$ cat src/rtl/tpu_regbank.sv
// Register bank for NCH TPU channels: CTRL/TX/RX/interval registers, W1C interrupt flags, IRQ status.
// Read data registered, 1-cycle latency; writes take effect at the sampling edge; no backpressure.
module tpu_regbank #(
  parameter int          NCH       = 4,
  parameter int          DW        = 8,
  parameter int          AW        = 8,
  parameter int unsigned BASE_ADDR = 32'h20
) (
  input  logic                  sys_clock,
  input  logic                  reset,
  input  logic [DW-1:0]         data_in,
  input  logic                  we,
  input  logic [AW-1:0]         addr,
  output logic [DW-1:0]         data_out,
  input  logic [NCH-1:0]        intflag,
  output logic [NCH-1:0]        txslot_en,
  output logic [NCH-1:0]        rxslot_en,
  output logic [NCH*DW-1:0]     tx_slot,
  output logic [NCH*DW-1:0]     rx_slot,
  output logic [NCH*2*DW-1:0]   tpuint,
  output logic [NCH-1:0]        rsttpu,
  output logic                  irq
);

  localparam int unsigned STAT_ADDR = BASE_ADDR + 32'(8 * NCH);
  localparam int unsigned PEND_ADDR = STAT_ADDR + 32'd1;

  function automatic logic [AW-1:0] reg_addr(input int ch, input int off);
    return AW'(BASE_ADDR + 32'(8 * ch + off));
  endfunction

  // Per-channel state
  logic [NCH-1:0] txen_q, txen_d;
  logic [NCH-1:0] rxen_q, rxen_d;
  logic [NCH-1:0] mask_q, mask_d;
  logic [NCH-1:0] flag_q, flag_d;
  logic [NCH-1:0] rst_q,  rst_d;
  logic [DW-1:0]  tx_q     [NCH];
  logic [DW-1:0]  tx_d     [NCH];
  logic [DW-1:0]  rx_q     [NCH];
  logic [DW-1:0]  rx_d     [NCH];
  logic [DW-1:0]  shadow_q [NCH];
  logic [DW-1:0]  shadow_d [NCH];
  logic [DW-1:0]  int0_q   [NCH];
  logic [DW-1:0]  int0_d   [NCH];
  logic [DW-1:0]  int1_q   [NCH];
  logic [DW-1:0]  int1_d   [NCH];
  logic [DW-1:0]  dout_q,  dout_d;

  // Address decode
  logic [NCH-1:0] sel_ctrl, sel_tx, sel_rx, sel_int0, sel_int1;
  logic           sel_stat, sel_pend;

  always_comb begin
    sel_ctrl = '0;
    sel_tx   = '0;
    sel_rx   = '0;
    sel_int0 = '0;
    sel_int1 = '0;
    for (int i = 0; i < NCH; i++) begin
      sel_ctrl[i] = (addr == reg_addr(i, 0));
      sel_tx[i]   = (addr == reg_addr(i, 1));
      sel_rx[i]   = (addr == reg_addr(i, 2));
      sel_int0[i] = (addr == reg_addr(i, 3));
      sel_int1[i] = (addr == reg_addr(i, 4));
    end
    sel_stat = (addr == AW'(STAT_ADDR));
    sel_pend = (addr == AW'(PEND_ADDR));
  end

  // Read mux sees pre-write state, so a same-edge read returns the old value
  always_comb begin
    dout_d = '0;
    for (int i = 0; i < NCH; i++) begin
      if (sel_ctrl[i]) begin
        dout_d[1] = txen_q[i];
        dout_d[2] = rxen_q[i];
        dout_d[3] = mask_q[i];
        dout_d[4] = flag_q[i];
      end
      if (sel_tx[i])   dout_d = tx_q[i];
      if (sel_rx[i])   dout_d = rx_q[i];
      if (sel_int0[i]) dout_d = int0_q[i];
      if (sel_int1[i]) dout_d = int1_q[i];
    end
    if (sel_stat) dout_d[NCH-1:0] = flag_q;
    if (sel_pend) dout_d[NCH-1:0] = flag_q & mask_q;
  end

  always_comb begin
    txen_d   = txen_q;
    rxen_d   = rxen_q;
    mask_d   = mask_q;
    flag_d   = flag_q;
    rst_d    = '0;
    tx_d     = tx_q;
    rx_d     = rx_q;
    shadow_d = shadow_q;
    int0_d   = int0_q;
    int1_d   = int1_q;
    for (int i = 0; i < NCH; i++) begin
      if (we && sel_ctrl[i]) begin
        rst_d[i]  = data_in[0];
        txen_d[i] = data_in[1];
        rxen_d[i] = data_in[2];
        mask_d[i] = data_in[3];
        if (data_in[4]) flag_d[i] = 1'b0;
      end
      if (we && sel_tx[i])   tx_d[i]     = data_in;
      if (we && sel_rx[i])   rx_d[i]     = data_in;
      if (we && sel_int0[i]) shadow_d[i] = data_in;
      // Commit both interval words together on the high-word write
      if (we && sel_int1[i]) begin
        int1_d[i] = data_in;
        int0_d[i] = shadow_q[i];
      end
      // A coincident set beats the W1C above
      if (intflag[i]) flag_d[i] = 1'b1;
    end
  end

  always_ff @(posedge sys_clock or posedge reset) begin
    if (reset) begin
      txen_q   <= '0;
      rxen_q   <= '0;
      mask_q   <= '0;
      flag_q   <= '0;
      rst_q    <= '0;
      tx_q     <= '{default: '0};
      rx_q     <= '{default: '0};
      shadow_q <= '{default: '0};
      int0_q   <= '{default: '0};
      int1_q   <= '{default: '0};
      dout_q   <= '0;
    end else begin
      txen_q   <= txen_d;
      rxen_q   <= rxen_d;
      mask_q   <= mask_d;
      flag_q   <= flag_d;
      rst_q    <= rst_d;
      tx_q     <= tx_d;
      rx_q     <= rx_d;
      shadow_q <= shadow_d;
      int0_q   <= int0_d;
      int1_q   <= int1_d;
      dout_q   <= dout_d;
    end
  end

  for (genvar g = 0; g < NCH; g++) begin : g_pack
    assign tx_slot[g*DW +: DW]     = tx_q[g];
    assign rx_slot[g*DW +: DW]     = rx_q[g];
    assign tpuint[g*2*DW +: 2*DW]  = {int1_q[g], int0_q[g]};
  end

  assign txslot_en = txen_q;
  assign rxslot_en = rxen_q;
  assign rsttpu    = rst_q;
  assign data_out  = dout_q;
  assign irq       = |(flag_q & mask_q);

endmodule

$ cat config.mk
export PLATFORM = sky130hd
export DESIGN_NAME = tpu_regbank
export DESIGN_NICKNAME = d
export VERILOG_FILES = /design/src/rtl/tpu_regbank.sv
export SDC_FILE = /design/constraint.sdc
export NUM_CORES = 1
export LEC_CHECK = 0
export BUFFER_PORTS_ARGS = -buffer_cell sky130_fd_sc_hd__buf_2
export CORE_MARGIN = 2
export CORE_UTILIZATION = 39
export CTS_CLUSTER_SIZE = 30
export DETAILED_ROUTE_END_ITERATION = 16
export SYNTH_ARGS = -nofsm -noshare
export SYNTH_HDL_FRONTEND = slang
export SYNTH_SLANG_ARGS = --single-unit
$ cat constraint.sdc
create_clock -name sys_clock -period 8.5 [get_ports sys_clock]
set_input_delay 1.275 -clock sys_clock [delete_from_list [all_inputs] [get_ports sys_clock]]
set_output_delay 1.275 -clock sys_clock [all_outputs]
set_load 0.02 [all_outputs]
; Word level (Yosys, flattened, before mapping)
; Index checks and enable logic that the tools add are counted.
[totals]
register_bits = 188
out_inout_bits = 149
wordCells = 129
[classes]
n_eq_ne = 22
mux = 35
n_bitwise = 1
reduce_logical = 33
[ops]
columns = cell, n
row1 = $eq 8x6->1 const B, 20
row2 = $mux 8, 16
row3 = $mux 4, 6
row4 = $logic_and 1x1->1, 20
row5 = $eq 8x7->1 const B, 2
row6 = $reduce_bool 2->1, 8
row7 = $mux 1, 13
row8 = $reduce_and 2->1, 4
row9 = $and 4x4->4, 1
row10 = $reduce_or 4->1, 1

; Longest topological paths before layout
; Gate-level depths: netlist (run 1).
[logic_depth]
word_depth = 23
depth_mapped = 9
mapped_depth_nobuf = 6

; Worst setup path before layout (run 1)
; Ideal clock, no wire load.
[synth_path]
path_type = in2reg
from = input port addr[0]
to = register int0_q, in the netlist tpuint[48]
setup_ns = 0.125
t_arrival_ns = 2.663
setup_slack_ns = 5.712
cell_stages = 6
path_buffers = 2
path_cell_list = buf_2 > nand4bb_1 > nor2_2 > nand2_2 > buf_2 > mux2_2
[synth_via]
elab_chain_cells = 2
[synth_lines]
columns = element, line
row1 = "start, declared", 13  ; input logic [AW-1:0] addr,
row2 = $eq 8x6->1, 65  ; sel_int1[i] = (addr == reg_addr(i, 4));
row3 = $logic_and 1x1->1, 113  ; if (we && sel_int1[i]) begin
row4 = "end signal, assigned", 144  ; int0_q <= int0_d;
row5 = "end, declared", 44  ; logic [DW-1:0] int0_q [NCH];
; Every way passes these cells.
; A chain may end at the register's enable or synchronous reset.

; Worst setup path in the final report (run 1)
[layout_path]
from = input port addr[3]
to = register shadow_q[4] in the netlist's numbering
[layout_via]
elab_chain_cells = 2
[layout_lines]
columns = element, line
row1 = $eq 8x6->1, 64  ; sel_int0[i] = (addr == reg_addr(i, 3));
row2 = $logic_and 1x1->1, 111  ; if (we && sel_int0[i]) shadow_d[i] = data_in;
row3 = "end signal, assigned", 143  ; shadow_q <= shadow_d;
row4 = "end, declared", 42  ; logic [DW-1:0] shadow_q [NCH];
; Every way passes these cells.

==> impl_metrics.py, run 1 <==
metrics = {
    "finish": {
        "syn_to_final_growth_pct": 18.2,
        "nNetsFinal": 907,
        "final_layout_size_suffix_gt1_frac": 0.438,
        "final_area_um2": 10600,
        "insertedDiodeCount": 0,
    },
    "floorplanning": {
        "die_h_um": 155,
        "initial_core_util": 0.396,
        "dieWidth_um": 155,
        "io_pins": 172,
        "row_count": 55,
        "die_area_um2": 24100,
        "fp.coreArea_um2": 22600,
    },
    "routing": {
        "drt_iter0_drc": 627,
        "vias": 6930,
        "drc": 0,
        "final_antenna_net_count": 0,
        "drt-vias-per-instance": 5.86,
        "first_pass_iters": 5,
        "wire_per_inst_um": 25.0,
        "drt_wl_total_um": 29500,
    },
    "clock_tree": {
        "cts_buffers": 17,
        "cts_buffer_depth": 2,
        "ctsHoldBuffers": 0,
        "clkTransAtPathRegs_ns": 0.07,
        "postCtsResizedCells": 0,
        "cts_tree": "built",
        "clock-sinks": 188,
        "insertion_delay_ns": 0.45,
        "cts_setup_buffers": 0,
        "htreeDepth": 4,
        "ctsRootBufferMaster": "clkbuf_16",
    },
    "sta": {
        "final_max_slew_viol_count": 0,
        "hold_viol_final": 0,
        "period_share": 0.462,
        "relSlewSlack": 0.384,
        "whs_ns": 0.484,
        "rsz0062_at_grt": "false",
        "setup_viol": 0,
        "skew_ns": 0.0109,
        "tns_ns": 0,
        "worstMarginPinSlew_ns": 0.924,
        "fin_crit_ns": 3.93,
        "fmax_ghz": 0.255,
    },
    "critical_path": {
        "cp_num_cells": 5,
        "cp_data_arrival_time_ns": 4.26,
        "cp_max_fo": 23,
        "worstPathCellList": "buf_2 -> nand2b_1 -> nor2_2 -> nand4_1 -> mux2_2",
        "ff2ff_path_depth": 6,
        "cp_top_family": "simple AND/OR/NAND/NOR gates",
        "end_kind": "flop",
        "critPathBufInv": 1,
        "critPathKind": "in2reg",
        "cpPeakStageDelay_ns": 0.79,
        "required_ns": 8.83,
        "startpoint_type": "primary input",
        "cp_slowest_cell": "nor2_2",
    },
    "place": {
        "dpl_cell_area_um2": 9930,
        "port_buffers": 171,
        "dp_hpwl_um": 20500,
        "place.gp.congestion": 0.937,
    },
    "yosys": {
        "synth_fp_nets": 767,
        "yosys.area.top_type_share": 0.527,
        "avgSynthCellArea_um2": 12.0,
        "synth_flop_cell": "dfrtp_1",
        "ys_seq_area_frac": 0.527,
        "synth_area_leaders": "dfrtp_1 (53%), mux2_2 (20%), o21ai_0 (2.5%)",
        "syn_area_um2": 8930,
        "synth-async-reset-ratio": 1.00,
        "yosysMostFrequentCell": "dfrtp_1",
        "yosysWarnings": 0,
        "synthTopCellsByCount": "dfrtp_1 (188), mux2_2 (162), o21ai_0 (44)",
        "netlist.top_cell.by_area": "dfrtp_1",
        "synth_edf_count": 0,
        "ys_seq_elements": 188,
        "synthCells": 744,
        "synth_cell_type_count": 70,
    },
    "grt": {
        "antenna_found_initial": 0,
        "grt_pass1_vias": 6841,
        "grt_pass1_wl_um": 44300,
        "grt_max_degree": 124,
        "gr-total-overflow": 0,
        "grt_usage": 0.249,
    },
    "run": {
        "drv_cap": 0,
    },
    "power_and_ir_drop": {
        "power.leakage_nw": 5.45,
        "p_per_area_nw_per_um2": 193,
        "fin_total_pwr_mw": 2.04,
        "peakVddDrop_uv": 129,
    },
    "worst_hold_path": {
        "hold_path.class": "reg2reg",
        "timing.hold.worst_path_depth": 2,
    },
    "run_status": {
        "status": "complete, no violations",
    },
}
[cell families (layout without fill, tap and decap cells)]
| logic type | count (synthesis) | in the layout | synth area share |
|---|---|---|---|
| DFF | 188 | 188 | 0.527 |
| muxes | 181 | 181 | 0.227 |
| AOI/OAI and AO/OA | 159 | 159 | 0.116 |
| and+or+nand+nor | 156 | 156 | 0.0995 |
| buffers and inverters | 60 | 213 | 0.0305 |
[state kept, by name (all words and copies together) (netlist names)]
| name | flops |
|---|---|
| mask_q | 4 |
| tx_slot | 32 |
| shadow_q | 32 |
| rxslot_en | 4 |
| rsttpu | 4 |
| flag_q | 4 |
| data_out | 8 |
| tpuint | 64 |
| txslot_en | 4 |
| rx_slot | 32 |
[cell usage in the layout (no fill, tap or decap), types with 3 or more instances in the layout]
master	count
a211oi_1	5
a21oi_1	29
nor2_1	31
a32oi_1	4
o21ai_0	44
clkinv_2	3
a22o_1	3
o211ai_1	10
bufinv_16	4
o22ai_1	17
or2_2	4
a21o_1	7
nor3_1	3
nand3_1	14
clkbuf_16	17
a32o_1	5
a22oi_1	6
buf_4	3
nand2b_1	13
nand2_1	41
dfrtp_1	188
nand3b_1	6
mux2_2	162
a31oi_1	7
nand4_1	5
inv_6	4
inv_1	6
mux2i_1	18
o32ai_1	3
nor2b_1	7
buf_2	171
[worst reg2reg max path, delay by kind of cell, from the launching register on]
kind | cells | cell delay [ns]
AO/OA/AOI/OAI | 5 | 1.26
flip-flops | 1 | 0.40
AND/OR/NAND/NOR | 1 | 0.09
[layer usage]
layer	global-route usage	up-vias	share of wire
met4	0.0848	0	0.022
li1	-	3038	-
met1	0.368	3546	0.46
met5	0	-	0
met2	0.372	300	0.45
met3	0.0432	46	0.068
[area by class of cell]
class | instances | area, um^2
Clock buffer | 19 | 443
Clock inverter | 13 | 186
Fill cell | 2160 | 12000
Inverter | 7 | 33.8
Multi-Input combinational cell | 496 | 3950
Sequential cell | 188 | 4700
Tap cell | 285 | 357
Timing Repair Buffer | 174 | 878
[power by group]
group	total [mW]	internal, mW	leakage [nW]	switching, mW
clock network	0.875	0.504	0.309	0.372
logic	0.203	0.0667	2.56	0.136
registers	0.961	0.927	2.58	0.0341
[stage by stage]
stage | setup WS [ns] | util | cells
after CTS | 4.64 | 0.468 | 1182
after detailed placement | 4.17 | 0.440 | 1150
after floorplan | 2.11 | - | 744
after global placement | 4.15 | 0.440 | 1150
final | 4.57 | 0.468 | 1182
after global routing | 4.41 | 0.468 | 1182
[worst paths after layout]
kind | from | end | slack, ns
worst min register to register | shadow_q[24]$_DFFE_PP0P_ | shadow_q[24]$_DFFE_PP0P_ | 0.48
min in group asynchronous | reset | shadow_q[28]$_DFFE_PP0P_ | 0.95
worst max register to register | rx_slot[2]$_DFFE_PP0P_ | data_out[2]$_DFF_PP0_ | 6.66
worst max-delay path | addr[3] | shadow_q[4]$_DFFE_PP0P_ | 4.57
max in group asynchronous | reset | data_out[7]$_DFF_PP0_ | 6.17
worst min-delay path | shadow_q[24]$_DFFE_PP0P_ | shadow_q[24]$_DFFE_PP0P_ | 0.48
No activity file was read; power rests on OpenSTA's default activity.
==> run 2, diff against run 1 <==
==> constraint.sdc (replaced) <==
create_clock -name sys_clock -period 3.4 [get_ports sys_clock]
set_input_delay 0.51 -clock sys_clock [delete_from_list [all_inputs] [get_ports sys_clock]]
set_output_delay 0.51 -clock sys_clock [all_outputs]
set_load 0.02 [all_outputs]
==> run 2 against run 1 <==
Compared with the run above:
- setup slack lost 3.5 ns
- cell area grew 1.5%
- largest cell class unchanged
- largest power group unchanged
- core utilization grew 0.72 points
- highest routed layer unchanged
==> impl_metrics.py, run 2 (synthesis results as in run 1) <==
metrics = {
    "run_status": {
        "status": "complete, no violations",
    },
    "grt": {
        "grt_pass1_vias": 6913,
        "grt_usage": 0.242,
        "grt_max_degree": 84,
        "gr-total-overflow": 0,
        "antenna_found_initial": 1,
        "grt_pass1_wl_um": 43400,
    },
    "critical_path": {
        "cp_data_arrival_time_ns": 2.67,
        "critPathKind": "in2reg",
        "cp_max_fo": 14,
        "critPathBufInv": 1,
        "rr_startpoint": "tpuint[2]$_DFFE_PP0P_",
        "cpPeakStageDelay_ns": 0.65,
        "cp_slowest_cell": "nand4_1",
        "end_kind": "flop",
        "worstPathCellList": "buf_2 -> and4bb_2 -> and2_1 -> nand4_1 -> mux2_2",
        "required_ns": 3.72,
        "startpoint_type": "primary input",
        "crit_path_start": "addr[7]",
        "cp_top_family": "simple AND/OR/NAND/NOR gates",
    },
    "sta": {
        "rsz0062_at_grt": "false",
        "fmax_ghz": 0.425,
        "tns_ns": 0,
        "setup_viol": 0,
        "hold_viol_final": 0,
        "relSlewSlack": 0.471,
        "final_max_slew_viol_count": 0,
        "worstMarginPinSlew_ns": 0.792,
        "skew_ns": 0.00826,
        "whs_ns": 0.196,
        "period_share": 0.692,
        "fin_crit_ns": 2.35,
    },
    "finish": {
        "nNetsFinal": 927,
        "largest_register_ffs": 64,
        "fillCellCount": 2118,
        "postLayoutCoreUtil": 0.475,
        "final_cell_mix": "dfrtp_1 (188), buf_2 (171), mux2_2 (162), o21ai_0 (44), nand2_1 (41)",
        "final_layout_size_suffix_gt1_frac": 0.450,
        "insertedDiodeCount": 0,
        "layout_commonest_cell": "dfrtp_1",
        "syn_to_final_growth_pct": 20.0,
    },
    "clock_tree": {
        "cts_buffers": 17,
        "ctsRootBufferMaster": "clkbuf_16",
        "clkTransAtPathRegs_ns": 0.07,
        "cts_tree": "built",
        "postCtsResizedCells": 0,
        "htreeDepth": 4,
        "cts_buffer_depth": 2,
        "clock-sinks": 188,
        "ctsHoldBuffers": 0,
        "cts_setup_buffers": 0,
        "insertion_delay_ns": 0.44,
    },
    "floorplanning": {
        "io_pins": 172,
        "die_area_um2": 24100,
        "fp.coreArea_um2": 22600,
        "die_h_um": 155,
        "dieWidth_um": 155,
        "initial_core_util": 0.396,
        "row_count": 55,
    },
    "routing": {
        "drt-vias-per-instance": 5.82,
        "drt_wl_total_um": 28700,
        "drc": 0,
        "drt_iter0_drc": 782,
        "vias": 6993,
        "final_antenna_net_count": 0,
        "wire_per_inst_um": 23.8,
        "first_pass_iters": 5,
    },
    "place": {
        "place.gp.congestion": 0.906,
        "dp_hpwl_um": 20600,
        "port_buffers": 171,
    },
    "power_and_ir_drop": {
        "p_sw_mw": 1.31,
        "p_per_area_nw_per_um2": 468,
        "seqPwrFrac": 0.478,
        "peakVddDrop_uv": 324,
        "p_comb_frac": 0.104,
        "clkPwrFrac": 0.418,
        "power.leakage_nw": 5.54,
        "p_int_mw": 3.70,
        "swShare": 0.261,
    },
    "run": {
        "drv_cap": 0,
    },
    "worst_hold_path": {
        "hold_path.class": "in2async",
    },
}
-- run 2: cell types whose count changed in the layout (fill, tap and decap cells not counted), sizes merged --
cell	delta
clkbuf	+1
clkinv	+1
buf	+20
bufinv	-1
inv	-3
clkinvlp	+2
-- run 2: final timing paths --
kind,to,slack [ns],cells past startpoint
max,shadow_q[15]$_DFFE_PP0P_,1.05,5
min,rx_slot[14]$_DFFE_PP0P_,0.20,2
max reg2reg,data_out[2]$_DFF_PP0_,1.73,6
min reg2reg,shadow_q[24]$_DFFE_PP0P_,0.48,2
max in group asynchronous,tpuint[25]$_DFFE_PP0P_,2.34,3
min in group sys_clock,flag_q[2]$_DFFE_PP0P_,0.27,2
-- run 2: layout make-up --
type,count,area [um^2],share of cell area
flip-flops and latches,188,4700,0.439
multi-input cells,496,3950,0.369
repair buffers,194,1050,0.0983
clock buffers,20,457,0.0426
well taps,285,357,0.0333
clock inverters,12,163,0.0152
inverters,7,30.0,0.00280
-- run 2: power groups by stage --
stage | clock network [mW] | logic, mW | registers, mW
finish | 2.10 | 0.520 | 2.40
floorplan | 0 | 0.261 | 2.49
detailed placement | 0 | 0.519 | 2.44
global route | 2.24 | 0.562 | 2.41
global placement | 0 | 0.512 | 2.44
CTS | 2.13 | 0.521 | 2.40
-- run 2: per-layer routing --
metal	global-route usage	wire length [um]
met5	0	0
met4	0.0716	609
met3	0.0540	1880
met2	0.370	13300
met1	0.346	12900
-- run 2: metrics by stage --
stage	instances	total power, mW	setup slack (ns)	instance area, um^2
floorplan	744	2.75	0.470	8930
global route	1202	5.21	0.951	10700
CTS	1202	5.05	1.12	10700
global placement	1170	2.95	0.674	10100
detailed placement	1170	2.96	0.658	10100
finish	1202	5.01	1.05	10700
==> run 3, diff against run 2 <==
--- a/config.mk
+++ b/config.mk
@@ -5,6 +5,7 @@
 export SDC_FILE = /design/constraint.sdc
 export NUM_CORES = 1
 export LEC_CHECK = 0
+export ABC_AREA = 1
 export BUFFER_PORTS_ARGS = -buffer_cell sky130_fd_sc_hd__buf_2
 export CORE_MARGIN = 2
 export CORE_UTILIZATION = 39
==> constraint.sdc (replaced) <==
create_clock -name sys_clock -period 2.2 [get_ports sys_clock]
set_input_delay 0.33 -clock sys_clock [delete_from_list [all_inputs] [get_ports sys_clock]]
set_output_delay 0.33 -clock sys_clock [all_outputs]
set_load 0.02 [all_outputs]
==> run 3 against run 2 <==
Compared with the run above:
- routed wire length decreased by 12%
- highest routed layer unchanged
- clock-buffer cell count shrank 3
- critical path type unchanged
- largest power group unchanged
- global-route usage fell by 1.0 points
- register-to-register slack got worse by 1.4 ns
- worst hold slack got worse by 0.12 ns
==> impl_metrics.py, run 3 <==
metrics = {
    "critical_path": {
        "cp_top_family": "simple AND/OR/NAND/NOR gates",
        "critPathKind": "in2reg",
        "worstPathCellList": "buf_2 -> inv_1 -> nand2_1 -> nor2_4 -> buf_4 -> nand2_1 -> inv_1 -> nand2_1 -> nand2_1 -> nand3_1 -> nand2_1 -> nand4_1 -> nor2_1 -> nand4_1 -> nor2_1 -> nand4_1",
        "cp_max_fo": 10,
        "cp_data_arrival_time_ns": 2.25,
        "startpoint_type": "primary input",
        "crit_path_frequent_cell": "nand2_1",
        "critPathBufInv": 4,
        "end_kind": "flop",
        "cpPeakStageDelay_ns": 0.30,
        "required_ns": 2.51,
        "cp_slowest_cell": "nor2_4",
    },
    "sta": {
        "fmax_ghz": 0.516,
        "rsz0062_at_grt": "false",
        "skew_ns": 0.00815,
        "worstMarginPinSlew_ns": 0.723,
        "hold_viol_final": 0,
        "period_share": 0.882,
        "fin_crit_ns": 1.94,
        "relSlewSlack": 0.518,
        "tns_ns": 0,
        "finalWorstSetupSlack_ns": 0.260,
        "setup_viol": 0,
        "final_max_slew_viol_count": 0,
    },
    "place": {
        "dp_cells": 1394,
        "place.gp.congestion": 0.850,
        "dp_slack_ns": -0.204,
        "port_buffers": 171,
        "dp_hpwl_um": 18400,
        "dpl_cell_area_um2": 9740,
    },
    "routing": {
        "drc": 0,
        "wire_per_inst_um": 17.8,
        "first_pass_iters": 4,
        "drt-vias-per-instance": 5.03,
        "vias": 7171,
        "final_antenna_net_count": 0,
        "drt_wl_total_um": 25400,
        "drt_iter0_drc": 561,
    },
    "clock_tree": {
        "insertion_delay_ns": 0.44,
        "clock-sinks": 188,
        "ctsRootBufferMaster": "clkbuf_16",
        "cts_buffer_depth": 2,
        "cts_tree": "built",
        "clkTransAtPathRegs_ns": 0.07,
        "htreeDepth": 4,
        "cts_buffers": 17,
    },
    "yosys": {
        "yosysWarnings": 0,
        "netlist.top_cell.by_area": "dfrtp_1",
        "synth_cell_type_count": 36,
        "synth_edf_count": 0,
        "ys_seq_area_frac": 0.570,
        "ys_seq_elements": 188,
        "synth-async-reset-ratio": 1.00,
        "synth_area_leaders": "dfrtp_1 (57%), nand2_1 (13%), o21ai_0 (9.4%)",
        "avgSynthCellArea_um2": 8.85,
        "yosys.area.top_type_share": 0.570,
        "synthCells": 932,
        "syn_area_um2": 8250,
        "yosysMostFrequentCell": "nand2_1",
        "synthTopCellsByCount": "nand2_1 (290), dfrtp_1 (188), o21ai_0 (155)",
        "synth_flop_cell": "dfrtp_1",
        "synth_fp_nets": 955,
    },
    "finish": {
        "postLayoutCoreUtil": 0.493,
        "final_layout_size_suffix_gt1_frac": 0.277,
        "layout_commonest_cell": "nand2_1",
        "fillCellCount": 2068,
        "final_area_um2": 10300,
        "syn_to_final_growth_pct": 24.9,
        "insertedDiodeCount": 0,
        "nNetsFinal": 1162,
        "largest_register_ffs": 64,
        "final_cell_mix": "nand2_1 (290), dfrtp_1 (188), buf_2 (171), o21ai_0 (155), inv_1 (60)",
        "stdcell_count": 1425,
    },
    "power_and_ir_drop": {
        "p_per_area_nw_per_um2": 715,
        "power.leakage_nw": 5.33,
        "peakVddDrop_uv": 549,
    },
    "floorplanning": {
        "io_pins": 172,
        "fp.coreArea_um2": 20900,
        "initial_core_util": 0.395,
        "dieWidth_um": 149,
        "die_h_um": 149,
        "row_count": 53,
        "die_area_um2": 22300,
    },
    "grt": {
        "grt_usage": 0.232,
        "grt_pass1_wl_um": 38900,
        "antenna_found_initial": 0,
        "grt_max_degree": 86,
        "gr-total-overflow": 0,
        "grt_pass1_vias": 6738,
    },
    "run": {
        "drv_cap": 0,
    },
    "run_status": {
        "status": "complete, no violations",
    },
    "worst_hold_path": {
        "hold_path.class": "in2reg",
    },
}
run 3: changes by cell type after synthesis, sizes merged, moves of 13 or more:
cell / before / now
nand4: 7 / 26
nand2b: 13 / 0
buf: 26 / 9
nor2: 36 / 52
o22ai: 17 / 2
nand3: 16 / 31
nand2: 44 / 295
mux2i: 18 / 1
o21ai: 44 / 157
mux2: 162 / 19
inv: 7 / 73
run 3: per-layer routing:
| metal | wire (um) | share of wire | GRT usage | vias to the layer above |
|---|---|---|---|---|
| met3 | 1540 | 0.061 | 0.0470 | 27 |
| met5 | 0 | 0 | 0 | - |
| met1 | 12000 | 0.47 | 0.338 | 3461 |
| met2 | 11500 | 0.45 | 0.350 | 238 |
| met4 | 345 | 0.014 | 0.0714 | 0 |
| li1 | - | - | - | 3445 |
run 3: worst paths after layout:
check	startpoint	to	slack, ns	cells after the start
min	intflag[2]	flag_q[2]$_DFFE_PP0P_	0.07	3
max in group asynchronous	reset	rx_slot[22]$_DFFE_PP0P_	0.91	4
min in group asynchronous	reset	tx_slot[7]$_DFFE_PP0P_	0.48	3
max	addr[6]	data_out[4]$_DFF_PP0_	0.26	16
min reg2reg	shadow_q[15]$_DFFE_PP0P_	shadow_q[15]$_DFFE_PP0P_	0.49	2
max reg2reg	tx_slot[0]$_DFFE_PP0P_	data_out[0]$_DFF_PP0_	0.37	10
run 3: kinds of logic (layout without fill, tap and decap cells):
family          count (synthesis)  in the layout  share of synthesized area
flops                         188            188                      0.570
buf+inv                       114            332                     0.0554
compound gates                190            190                      0.117
simple gates                  420            420                      0.230
mux                            20             20                     0.0272
run 3: worst min-delay path: stages:
cell and delay (ns):
buf_2 0.08, inv_1 0.03, nand2_1 0.05
run 3: layout make-up:
cell class | count | area (um^2) | share of cell area
Timing Repair Buffer | 228 | 1340 | 0.130
Clock inverter | 13 | 119 | 0.0115
Clock buffer | 17 | 425 | 0.0413
Inverter | 74 | 284 | 0.0276
Tap cell | 275 | 344 | 0.0334
Sequential cell | 188 | 4700 | 0.457
Multi-Input combinational cell | 630 | 3090 | 0.300
run 3: stage by stage:
| stage | hold slack (ns) | total power, mW |
|---|---|---|
| CTS | 0.0592 | 7.40 |
| finish | 0.0717 | 7.36 |
| global placement | 0.403 | 4.47 |
| detailed placement | 0.405 | 4.48 |
| floorplan | 0.429 | 4.15 |
| global route | 0.0917 | 7.62 |
run 3: power by group:
part           internal (mW)  switching (mW)  total, mW
logic                  0.207           0.472      0.679
registers               3.60           0.132       3.73
clock network           1.56            1.39       2.95
run 3: timing repair:
item	4_1_cts	5_1_grt
hold endpoints to repair	15	0
resized for setup	0	0
hold buffers	1	0
buffers inserted	0	0
